--- config.mk ---
export PLATFORM = sky130hd
export DESIGN_NAME = debug_run_ctrl_flat
export DESIGN_NICKNAME = d
export VERILOG_FILES = /design/src/rtl/dbg_pkg.sv /design/src/rtl/debug_run_ctrl_if.sv /design/src/rtl/dbg_bp_match.sv /design/src/rtl/debug_run_ctrl.sv /design/src/flat_wrapper.sv
export SDC_FILE = /design/constraint.sdc
export NUM_CORES = 1
export LEC_CHECK = 0
export ABC_AREA = 1
export CAP_MARGIN = 40
export CORE_MARGIN = 1
export CORE_UTILIZATION = 55
export CTS_CLUSTER_DIAMETER = 50
export DETAILED_ROUTE_END_ITERATION = 6
export HOLD_SLACK_MARGIN = 0.05
export PLACE_DENSITY = 0.88
export SYNTH_ARGS = -nofsm -noshare
export SYNTH_HDL_FRONTEND = slang
export SYNTH_SLANG_ARGS = --single-unit
--- constraint.sdc ---
create_clock -name clk -period 3 [get_ports clk]
set_input_delay 0.45 -clock clk [delete_from_list [all_inputs] [get_ports clk]]
set_output_delay 0.45 -clock clk [all_outputs]
set_load 0.005 [all_outputs]
--- src/rtl/dbg_pkg.sv ---
// Debug run-control shared types: FSM states, command opcodes,
// halt-cause codes and an index-width helper.
package dbg_pkg;

  typedef enum logic [1:0] {
    ST_HALT = 2'd0,
    ST_RUN  = 2'd1,
    ST_STEP = 2'd2
  } state_e;

  localparam logic [2:0] OP_NOP     = 3'd0;
  localparam logic [2:0] OP_RUN     = 3'd1;
  localparam logic [2:0] OP_HALT    = 3'd2;
  localparam logic [2:0] OP_STEP    = 3'd3;
  localparam logic [2:0] OP_SET_BP  = 3'd4;
  localparam logic [2:0] OP_CLR_BP  = 3'd5;
  localparam logic [2:0] OP_CLR_CNT = 3'd6;

  localparam logic [2:0] HC_RESET = 3'd0;
  localparam logic [2:0] HC_CMD   = 3'd1;
  localparam logic [2:0] HC_BP    = 3'd2;
  localparam logic [2:0] HC_STEP  = 3'd3;
  localparam logic [2:0] HC_EXT   = 3'd4;

  function automatic int idx_w(input int n);
    return (n > 1) ? $clog2(n) : 1;
  endfunction

endpackage

--- src/rtl/debug_run_ctrl_if.sv ---
// Debug command channel: valid/ready handshake carrying opcode,
// breakpoint index and data. master = debugger, slave = controller.
interface debug_run_ctrl_if #(
  parameter int XLEN   = 64,
  parameter int NUM_BP = 4
) ();
  localparam int IDX_W = dbg_pkg::idx_w(NUM_BP);

  logic             cmd_valid;
  logic             cmd_ready;
  logic [2:0]       cmd_op;
  logic [IDX_W-1:0] cmd_idx;
  logic [XLEN-1:0]  cmd_data;

  modport master (
    output cmd_valid, cmd_op, cmd_idx, cmd_data,
    input  cmd_ready
  );

  modport slave (
    input  cmd_valid, cmd_op, cmd_idx, cmd_data,
    output cmd_ready
  );
endinterface

--- src/rtl/dbg_bp_match.sv ---
// PC breakpoint comparators with lowest-index priority encode.
// In: pc, addr/en per channel. Out: hit, idx of lowest match.
module dbg_bp_match #(
  parameter int XLEN   = 64,
  parameter int NUM_BP = 4,
  parameter int IDX_W  = 2
) (
  input  logic [XLEN-1:0]             pc,
  input  logic [NUM_BP-1:0][XLEN-1:0] addr,
  input  logic [NUM_BP-1:0]           en,
  output logic                        hit,
  output logic [IDX_W-1:0]            idx
);

  always_comb begin
    hit = 1'b0;
    idx = '0;
    for (int i = NUM_BP - 1; i >= 0; i--) begin
      if (en[i] && (addr[i] == pc)) begin
        hit = 1'b1;
        idx = IDX_W'(i);
      end
    end
  end

endmodule

--- src/rtl/debug_run_ctrl.sv ---
// Run/halt/step controller for a single-cycle CPU with PC breakpoints.
// Ports: clk, rst_n, pc, halt_req, cmd (slave), cpu_en, halted,
// halt_cause, bp_idx, cycle_count.
module debug_run_ctrl
  import dbg_pkg::*;
#(
  parameter int  XLEN    = 64,
  parameter int  NUM_BP  = 4,
  parameter int  CYCLE_W = 32,
  localparam int IDX_W   = idx_w(NUM_BP)
) (
  input  logic                clk,
  input  logic                rst_n,
  input  logic [XLEN-1:0]     pc,
  input  logic                halt_req,
  debug_run_ctrl_if.slave     cmd,
  output logic                cpu_en,
  output logic                halted,
  output logic [2:0]          halt_cause,
  output logic [IDX_W-1:0]    bp_idx,
  output logic [CYCLE_W-1:0]  cycle_count
);

  state_e                     state_q, state_d;
  logic                       skip_q, skip_d;
  logic [CYCLE_W-1:0]         rem_q, rem_d;
  logic [CYCLE_W-1:0]         cyc_q, cyc_d;
  logic [2:0]                 cause_q, cause_d;
  logic [IDX_W-1:0]           bpi_q, bpi_d;
  logic [NUM_BP-1:0][XLEN-1:0] addr_q, addr_d;
  logic [NUM_BP-1:0]          en_q, en_d;

  logic               hit;
  logic [IDX_W-1:0]   hit_idx;
  logic               acc, bp_stop, idx_ok;
  logic               do_run, do_halt, do_step;
  logic               do_set, do_clr, do_clr_cnt;
  logic [CYCLE_W-1:0] step_ld;

  dbg_bp_match #(
    .XLEN   (XLEN),
    .NUM_BP (NUM_BP),
    .IDX_W  (IDX_W)
  ) u_match (
    .pc   (pc),
    .addr (addr_q),
    .en   (en_q),
    .hit  (hit),
    .idx  (hit_idx)
  );

  // Ready is forced low during reset, so it follows rst_n directly.
  assign cmd.cmd_ready = rst_n && (state_q != ST_STEP);
  assign acc     = cmd.cmd_valid && cmd.cmd_ready;
  assign idx_ok  = 32'(cmd.cmd_idx) < 32'(NUM_BP);
  assign step_ld = (cmd.cmd_data[CYCLE_W-1:0] == '0) ?
                   CYCLE_W'(1) : cmd.cmd_data[CYCLE_W-1:0];

  // The first RUN cycle after resume skips the breakpoint check.
  assign bp_stop = (state_q == ST_RUN) && hit && !skip_q;
  assign cpu_en  = ((state_q == ST_RUN) && !bp_stop) ||
                   (state_q == ST_STEP);

  assign halted      = (state_q == ST_HALT);
  assign halt_cause  = cause_q;
  assign bp_idx      = bpi_q;
  assign cycle_count = cyc_q;

  always_comb begin
    do_run     = 1'b0;
    do_halt    = 1'b0;
    do_step    = 1'b0;
    do_set     = 1'b0;
    do_clr     = 1'b0;
    do_clr_cnt = 1'b0;
    if (acc) begin
      case (cmd.cmd_op)
        OP_RUN:     do_run     = 1'b1;
        OP_HALT:    do_halt    = 1'b1;
        OP_STEP:    do_step    = 1'b1;
        OP_SET_BP:  do_set     = 1'b1;
        OP_CLR_BP:  do_clr     = 1'b1;
        OP_CLR_CNT: do_clr_cnt = 1'b1;
        OP_NOP:     ;
        default:    ;
      endcase
    end
  end

  always_comb begin
    state_d = state_q;
    skip_d  = 1'b0;
    rem_d   = rem_q;
    cause_d = cause_q;
    bpi_d   = bpi_q;
    unique case (state_q)
      ST_HALT: begin
        if (!halt_req) begin
          if (do_run) begin
            state_d = ST_RUN;
            skip_d  = 1'b1;
          end else if (do_step) begin
            state_d = ST_STEP;
            rem_d   = step_ld;
          end
        end
      end
      ST_RUN: begin
        if (halt_req) begin
          state_d = ST_HALT;
          cause_d = HC_EXT;
        end else if (bp_stop) begin
          state_d = ST_HALT;
          cause_d = HC_BP;
          bpi_d   = hit_idx;
        end else if (do_halt) begin
          state_d = ST_HALT;
          cause_d = HC_CMD;
        end
      end
      ST_STEP: begin
        rem_d = rem_q - CYCLE_W'(1);
        if (halt_req) begin
          state_d = ST_HALT;
          cause_d = HC_EXT;
        end else if (rem_q == CYCLE_W'(1)) begin
          state_d = ST_HALT;
          cause_d = HC_STEP;
        end
      end
      default: state_d = ST_HALT;
    endcase
  end

  always_comb begin
    addr_d = addr_q;
    en_d   = en_q;
    if (idx_ok && do_set) begin
      addr_d[cmd.cmd_idx] = cmd.cmd_data;
      en_d[cmd.cmd_idx]   = 1'b1;
    end
    if (idx_ok && do_clr) begin
      en_d[cmd.cmd_idx] = 1'b0;
    end
    cyc_d = cyc_q;
    if (do_clr_cnt) begin
      cyc_d = '0;
    end else if (cpu_en && !(&cyc_q)) begin
      cyc_d = cyc_q + CYCLE_W'(1);
    end
  end

  always_ff @(posedge clk or negedge rst_n) begin
    if (!rst_n) begin
      state_q <= ST_HALT;
      skip_q  <= 1'b0;
      rem_q   <= '0;
      cyc_q   <= '0;
      cause_q <= HC_RESET;
      bpi_q   <= '0;
      addr_q  <= '0;
      en_q    <= '0;
    end else begin
      state_q <= state_d;
      skip_q  <= skip_d;
      rem_q   <= rem_d;
      cyc_q   <= cyc_d;
      cause_q <= cause_d;
      bpi_q   <= bpi_d;
      addr_q  <= addr_d;
      en_q    <= en_d;
    end
  end

endmodule

--- src/flat_wrapper.sv ---
// flat-port wrapper written by rule: the top's interface ports become plain ports
module debug_run_ctrl_flat import dbg_pkg::*;
#(
  parameter int  XLEN    = 64,
  parameter int  NUM_BP  = 4,
  parameter int  CYCLE_W = 32,
  localparam int IDX_W   = idx_w(NUM_BP)
)
  (clk, rst_n, pc, halt_req, cpu_en, halted, halt_cause, bp_idx, cycle_count, cmd_cmd_valid, cmd_cmd_op, cmd_cmd_idx, cmd_cmd_data, cmd_cmd_ready);
  debug_run_ctrl_if #(.XLEN(XLEN), .NUM_BP(NUM_BP)) cmd_i ();
  input  logic clk;
  input  logic rst_n;
  input  logic [XLEN-1:0] pc;
  input  logic halt_req;
  output logic cpu_en;
  output logic halted;
  output logic [2:0] halt_cause;
  output logic [IDX_W-1:0] bp_idx;
  output logic [CYCLE_W-1:0] cycle_count;
  input wire logic [$bits(cmd_i.cmd_valid)-1:0] cmd_cmd_valid;
  input wire logic [$bits(cmd_i.cmd_op)-1:0] cmd_cmd_op;
  input wire logic [$bits(cmd_i.cmd_idx)-1:0] cmd_cmd_idx;
  input wire logic [$bits(cmd_i.cmd_data)-1:0] cmd_cmd_data;
  output wire logic [$bits(cmd_i.cmd_ready)-1:0] cmd_cmd_ready;
  assign cmd_i.cmd_valid = cmd_cmd_valid;
  assign cmd_i.cmd_op = cmd_cmd_op;
  assign cmd_i.cmd_idx = cmd_cmd_idx;
  assign cmd_i.cmd_data = cmd_cmd_data;
  assign cmd_cmd_ready = cmd_i.cmd_ready;
  debug_run_ctrl #(.XLEN(XLEN), .NUM_BP(NUM_BP), .CYCLE_W(CYCLE_W)) u_core (.clk(clk), .rst_n(rst_n), .pc(pc), .halt_req(halt_req), .cmd(cmd_i), .cpu_en(cpu_en), .halted(halted), .halt_cause(halt_cause), .bp_idx(bp_idx), .cycle_count(cycle_count));
endmodule
### After elaboration in Yosys (flattened, before gate mapping)

Index checks and enable logic that the tools add are counted.

* input bits: 137
* register bits after elaboration: 332
* logic and storage cells: 116
* output and inout bits: 40

* bitwise gates (word level): 4
* add/subtract/negate cells: 2
* equality and inequality tests: 20
* $lt $le $gt $ge: 2
* multiplexer cells: 52
* reduce and logical (&&, ||, !) cells: 25

Operators with widths (count)
* $bwmux 256: 1
* $eq 64x64->1: 4
* $mux 32: 6
* $demux 64 s2: 1
* $mux 64: 1
* $pmux 32 s2: 1
* $add 32x1->32 const B: 1
* $eq 32x1->1 const B: 1
* $logic_not 32->1: 1
* $reduce_and 32->1: 1
* $sub 32x1->32 const B: 1
* $mux 2: 12
* $mux 1: 20
* $mux 3: 5
* $logic_and 1x1->1: 11
* $eq 3x3->1 const B: 3
* $mux 4: 2
* $reduce_and 4->1: 2
* $eq 3x2->1 const B: 2
* $ne 2x2->1 const B: 3
* $pmux 2 s3: 1
* $pmux 3 s2: 1
* $reduce_and 3->1: 2
* $reduce_bool 2->1: 3
* other kinds (17): 19

### Depth between registers and ports, before layout

* depth after elaboration: 14
* gate-level depth with buffers: 20
* depth with buffers taken out: 18

### Modules after synthesis

From an unflattened synthesis, not the netlist that was laid out.

* cell total of the unflattened synthesis: 2588
* area, all modules: 18385.1 um^2

Modules (own cells, without submodules)
* debug_run_ctrl: cells each 1775, area each 14619.0 um^2, times used 1, sequential area each 8308.0 um^2
* dbg_bp_match: cells each 813, area each 3766.1 um^2, times used 1, sequential area each 0.0 um^2

### Worst setup path after synthesis

OpenSTA, ideal clock, no wires.

* path type: reg2reg
* start: reg u_core.cyc_q[0], in the netlist u_core.cycle_count[0]
* end: reg u_core.cyc_q[14], in the netlist u_core.cycle_count[14]
* cell stages (with the launch flop): 16
* required time: 2.879 ns
* clock period less this slack: 2.228 ns
* slack: 0.772 ns
* buffers on the path: 1
* arrival time: 2.107 ns
* library setup time: 0.121 ns
* path through: dfrtp_1 > ha_1 > nand3_2 > nor3_4 > nand4_2 > nor2_2 > nand2_2 > inv_2 > nand3_2 > nor2_4 > nand4_4 > nand2_4 > nand2_4 > buf_6 > nand2_1 > o21ai_2

* longest elaborated chain between the ends: 4
* elaborated cells on any way between the ends: 7
* those cells by class: add/sub: 1; mux: 2; reduce/logical: 4

Ends and longest elaborated chain
* start, declared: line debug_run_ctrl.sv:27 `logic [CYCLE_W-1:0] cyc_q, cyc_d;`
* start signal, assigned: line debug_run_ctrl.sv:167 `cyc_q <= cyc_d;`
* parallel branches: the longest is 4 deep, another holds $add 32x1->32

Several ways; the timed one is not identified. The select of a mux whose other input is x is not followed.
A chain may end at the register's enable or synchronous reset.

### Worst setup path in the final report

* start: in pc[29]
* end: out cpu_en

* longest elaborated chain between the ends: 11
* elaborated cells on any way between the ends: 17
* those cells by class: eq/ne: 4; mux: 4; reduce/logical: 9

Ends and longest elaborated chain
* start, declared: line flat_wrapper.sv:13 `input logic [XLEN-1:0] pc;`
* $eq 64x64->1: line dbg_bp_match.sv:19 `if (en[i] && (addr[i] == pc)) begin`
* $logic_and 1x1->1: line dbg_bp_match.sv:19
* $mux 1 (3 in a row): line dbg_bp_match.sv:19
* $mux 1 (*): line dbg_bp_match.sv:19
* $logic_and 1x1->1 (*) (2 in a row): line debug_run_ctrl.sv:60 `assign bp_stop = (state_q == ST_RUN) && hit && !skip_q;`
* $logic_not 1->1 (*): line debug_run_ctrl.sv:61 `assign cpu_en = ((state_q == ST_RUN) && !bp_stop) ||`
* $logic_and 1x1->1 (*): line debug_run_ctrl.sv:61
* $logic_or 1x1->1 (*): line debug_run_ctrl.sv:61
* end, declared: line flat_wrapper.sv:15 `output logic cpu_en;`

Every way passes the cells marked *; elsewhere a longest branch is shown, timed or not.

==> flow_summary.toml <==
[floorplanning]
floorplan.die_area_sq_um = 34000
ios = 177
placeableCoreArea_sq_um = 32600
rows = 66
die_width_um = 184
y_dimension_of_the_die_um = 184
initial_utilization_pct = 56.0

[timing]
setup_tns_ns = 0
slew_headroom_pct = 28.7
worst_clock_skew_ns = 0.0339
setup_viol = 0
final-max-slew-violation-count = 0
layout_worst_path_cycle_share_pct = 98.3
tightestPinTransition_ns = 1.07
hold_viol = 0
maximum_clock_frequency_mhz = 339
setup_slack_ns = 0.0519
layout_min_cycle_time_ns = 2.95

[grt]
grt_remaining_overflow = 0
number_of_global_route_vias_before_repair = 17500
antenna_found_initial = 9
grtUsageTotal_pct = 31.8
grt_start_max_net_pins = 192
grt_pass1_wl_mm = 86.1

[finish]
layout_commonest_cell = "sky130_fd_sc_hd__nand2_1"
most-common-layout-cells = "sky130_fd_sc_hd__nand2_1 (837), sky130_fd_sc_hd__o21ai_0 (351), sky130_fd_sc_hd__inv_1 (335)"
areaGrowthSynthToFinish_pct = 23.7
post_route_cells_drive_above_1_share_pct = 9.06
final_nets = 2926

[power_and_ir_drop]
p_leak_nw = 11.2
total_power_mw = 15.9
cell_internal_pwr_mw = 10.5
swShare_pct = 34.3
pwr-share-comb_pct = 28.2
max-vdd-ir-drop_uv = 520
power.clock.fraction_pct = 31.8
p_sw_mw = 5.45
power_density_nw_per_um2 = 704
power.share.sequential_pct = 40.0

[yosys]
synth.net_count = 2709
ys_warn_count = 0
synth-edff-count = 0
ys.flop_type = "sky130_fd_sc_hd__dfrtp_1"
yosys.cell_types.count = 48
syn_area_sq_um = 18300
synth-seq-cells = 332
portion_of_the_post_synthesis_area_used_by_sequential_elements_pct = 45.4
syn_area_per_cell_sq_um = 7.12
asyncSetResetFlopFracSynth_pct = 100
synthesis.instances = 2566

[critical_path]
timing.rr.start = "u_core.cycle_count[0]$_DFFE_PN0P_"
worstPathArrival_ns = 2.50
worst_r2r_path_depth = 15
crit_path_start_kind = "input port"
critical-path-max-stage-delay_ns = 0.51
worst_path_max_delay_cell = "sky130_fd_sc_hd__clkdlybuf4s50_1"
timing.critical_path.max_delay_family = "simple AND/OR/NAND/NOR gates"
critical_path.most_common_cell = "sky130_fd_sc_hd__nand2_1"
setup.reg_to_reg.worst_slack_ns = 0.25
worst_setup_path_end_kind = "output port"
crit-reg2reg-capture = "u_core.cycle_count[15]$_DFFE_PN0P_"
timing.critical_path.fanout_max = 6
worstPathRequired_ns = 2.55
worst-setup-path-type = "in -> out"
worstPathBufferInverterCount = 3
cp_cell_sequence = "clkdlybuf4s50_1, inv_2, nand2_1, nand2_1, nor2_1, nand2_1, nor2_4, nand2_2, nor2_4, nand3_2, nand2_1, o21ai_2, nand2_1, nand2_2, dlygate4sd2_1"

[hold_path]
hold_path.class = "reg -> reg"
min-delay-start = "u_core.halt_cause[1]$_DFFE_PN0P_"
holdPathStages = 2
hold_path_end = "u_core.halt_cause[1]$_DFFE_PN0P_"

[drt]
routed_length_per_instance_um = 16.3
drt_iter0_markers = 1913
totalWireLength_mm = 53.4
remaining_drc_errors = 0
dr_total_vias = 17900
detail-route-antenna-nets = 0
vias_per_cell = 5.47
first_pass_iters = 6

[clock_network]
clock_tree.htree_level_count = 2
worst_setup_hold_path_clk_slew_ns = 0.06
insertion_delay_ns = 0.54
clock-root-buffer = "sky130_fd_sc_hd__clkbuf_16"
cts_buffers = 40
cts_sinks = 332
cts.path.max_buffers = 3
tritoncts = "done"

[place]
dp_hpwl_mm = 37.3
routabilityCongestion = 0.930
io_buffers = 176
post-place-ws_ns = -0.348

[run_status]
run_status = "finished, final reports clean"

[run]
max_cap_viol_count = 0
==> area by class of cell <==
class	count	area, sq um
Clock buffer	62	1210
Clock inverter	11	171
Tap cell	442	553
Antenna cell	11	27.5
Inverter	354	1330
Sequential cell	332	8310
Fill cell	2498	10000
Multi-Input combinational cell	1793	8450
Timing Repair Buffer	262	2550
==> worst max-delay path by stage <==
stage | endpoint | depth (start not counted) | start
after detailed placement | cpu_en | 15 | pc[36]
after global placement | cpu_en | 15 | pc[36]
after global routing | cpu_en | 15 | pc[23]
after CTS | cpu_en | 15 | pc[24]
final | cpu_en | 15 | pc[29]
after floorplan | u_core.cycle_count[14]$_DFFE_PN0P_ | 15 | u_core.cycle_count[0]$_DFFE_PN0P_
==> sequential cells by signal, summed over array words and instances, names as in the netlist, named ones only <==
signal,cells
u_core.addr_q,256
u_core.en_q,3
u_core.state_q,2
u_core.cycle_count,32
u_core.bp_idx,2
u_core.rem_q,32
u_core.halt_cause,3
u_core.skip_q,1
==> worst register-to-register path, stage by stage, from the launching register on <==
cell,delay (ns)
sky130_fd_sc_hd__dfrtp_1,0.43
sky130_fd_sc_hd__ha_1,0.24
sky130_fd_sc_hd__nand3_2,0.14
sky130_fd_sc_hd__nor3_4,0.23
sky130_fd_sc_hd__nand4_2,0.14
sky130_fd_sc_hd__nor2_2,0.15
sky130_fd_sc_hd__nand2_2,0.08
sky130_fd_sc_hd__inv_2,0.09
sky130_fd_sc_hd__nand3_2,0.13
sky130_fd_sc_hd__nor2_4,0.17
sky130_fd_sc_hd__nand4_4,0.25
sky130_fd_sc_hd__buf_4,0.26
sky130_fd_sc_hd__nand2_1,0.06
sky130_fd_sc_hd__inv_1,0.05
sky130_fd_sc_hd__a21oi_1,0.15
sky130_fd_sc_hd__nor2_1,0.07
==> power groups by stage <==
stage | clock [mW] | combinational (mW) | sequential (mW)
global placement | 0 | 4.15 | 6.32
finish | 5.06 | 4.49 | 6.36
floorplan | 0 | 2.86 | 6.18
CTS | 5.09 | 4.42 | 6.32
detailed placement | 0 | 4.36 | 6.38
global route | 5.29 | 5.04 | 6.47
==> logic make-up (layout without fill, tap and decap cells) <==
logic type,after synthesis,count (layout),synth area share (%)
AO/OA/AOI/OAI,441,441,12.5
XOR/XNOR,88,88,4.22
adder cells (fa/ha/maj),6,6,0.411
buffers and inverters,441,689,9.27
flip-flops,332,332,45.4
other,0,11,0
AND/OR/NAND/NOR,1258,1258,28.2
==> repair_timing <==
item,CTS,global route
endpoints found under the setup margin,1,1
setup buffers,2,0
gates resized for setup,53,50
hold buffers,1,0
pin swaps,12,13
endpoints found under the hold margin,32,0
==> synth_stat cells, types with 2 or more instances <==
master | number | share of area (%)
sky130_fd_sc_hd__inv_1 | 351 | 7.2
sky130_fd_sc_hd__o22ai_1 | 10 | 0.34
sky130_fd_sc_hd__nand3b_1 | 3 | 0.12
sky130_fd_sc_hd__nand3_2 | 2 | 0.11
sky130_fd_sc_hd__nor4_1 | 8 | 0.27
sky130_fd_sc_hd__nor2_2 | 4 | 0.14
sky130_fd_sc_hd__nand2_4 | 2 | 0.12
sky130_fd_sc_hd__a31oi_1 | 3 | 0.10
sky130_fd_sc_hd__xnor2_1 | 55 | 2.6
sky130_fd_sc_hd__xor2_1 | 33 | 1.6
sky130_fd_sc_hd__buf_1 | 3 | 0.062
sky130_fd_sc_hd__buf_6 | 3 | 0.18
sky130_fd_sc_hd__dfrtp_1 | 332 | 45
sky130_fd_sc_hd__nor3_1 | 21 | 0.57
sky130_fd_sc_hd__o311ai_0 | 2 | 0.096
sky130_fd_sc_hd__o211ai_1 | 2 | 0.082
sky130_fd_sc_hd__clkbuf_2 | 5 | 0.14
sky130_fd_sc_hd__nand2_2 | 7 | 0.24
sky130_fd_sc_hd__o21ai_2 | 4 | 0.19
sky130_fd_sc_hd__inv_2 | 2 | 0.041
sky130_fd_sc_hd__clkbuf_1 | 69 | 1.4
sky130_fd_sc_hd__o21ai_0 | 355 | 9.7
sky130_fd_sc_hd__nand3_1 | 75 | 2.1
sky130_fd_sc_hd__a21oi_1 | 52 | 1.4
sky130_fd_sc_hd__ha_1 | 6 | 0.41
sky130_fd_sc_hd__a22oi_1 | 4 | 0.16
sky130_fd_sc_hd__nor2_1 | 221 | 4.5
sky130_fd_sc_hd__nand4_1 | 41 | 1.4
sky130_fd_sc_hd__or2_2 | 22 | 0.75
sky130_fd_sc_hd__nor2b_1 | 2 | 0.068
sky130_fd_sc_hd__nand2_1 | 844 | 17
sky130_fd_sc_hd__a22o_1 | 2 | 0.096
sky130_fd_sc_hd__buf_2 | 6 | 0.16
==> stage by stage <==
stage / cell area, sq um / instances / hold WS [ns] / utilization [%]
after floorplan: 18300 / 2566 / 0.154 / -
after global placement: 21000 / 3179 / 0.468 / 64.3
after detailed placement: 21000 / 3180 / 0.480 / 64.4
after CTS: 22500 / 3256 / 0.500 / 68.9
after global routing: 22600 / 3263 / 0.523 / 69.3
final: 22600 / 3267 / 0.499 / 69.3
==> per-layer routing <==
metal / up-vias / wire (um) / part of all wire [%] / global-route usage, %
met2: 831 / 25200 / 47 / 52.5
met3: 172 / 4360 / 8.2 / 5.30
met5: - / 13 / 0.024 / 0
met1: 8386 / 21400 / 40 / 41.0
li1: 8486 / - / - / -
met4: 2 / 2400 / 4.5 / 14.6
(Power assumes the default switching activity.)
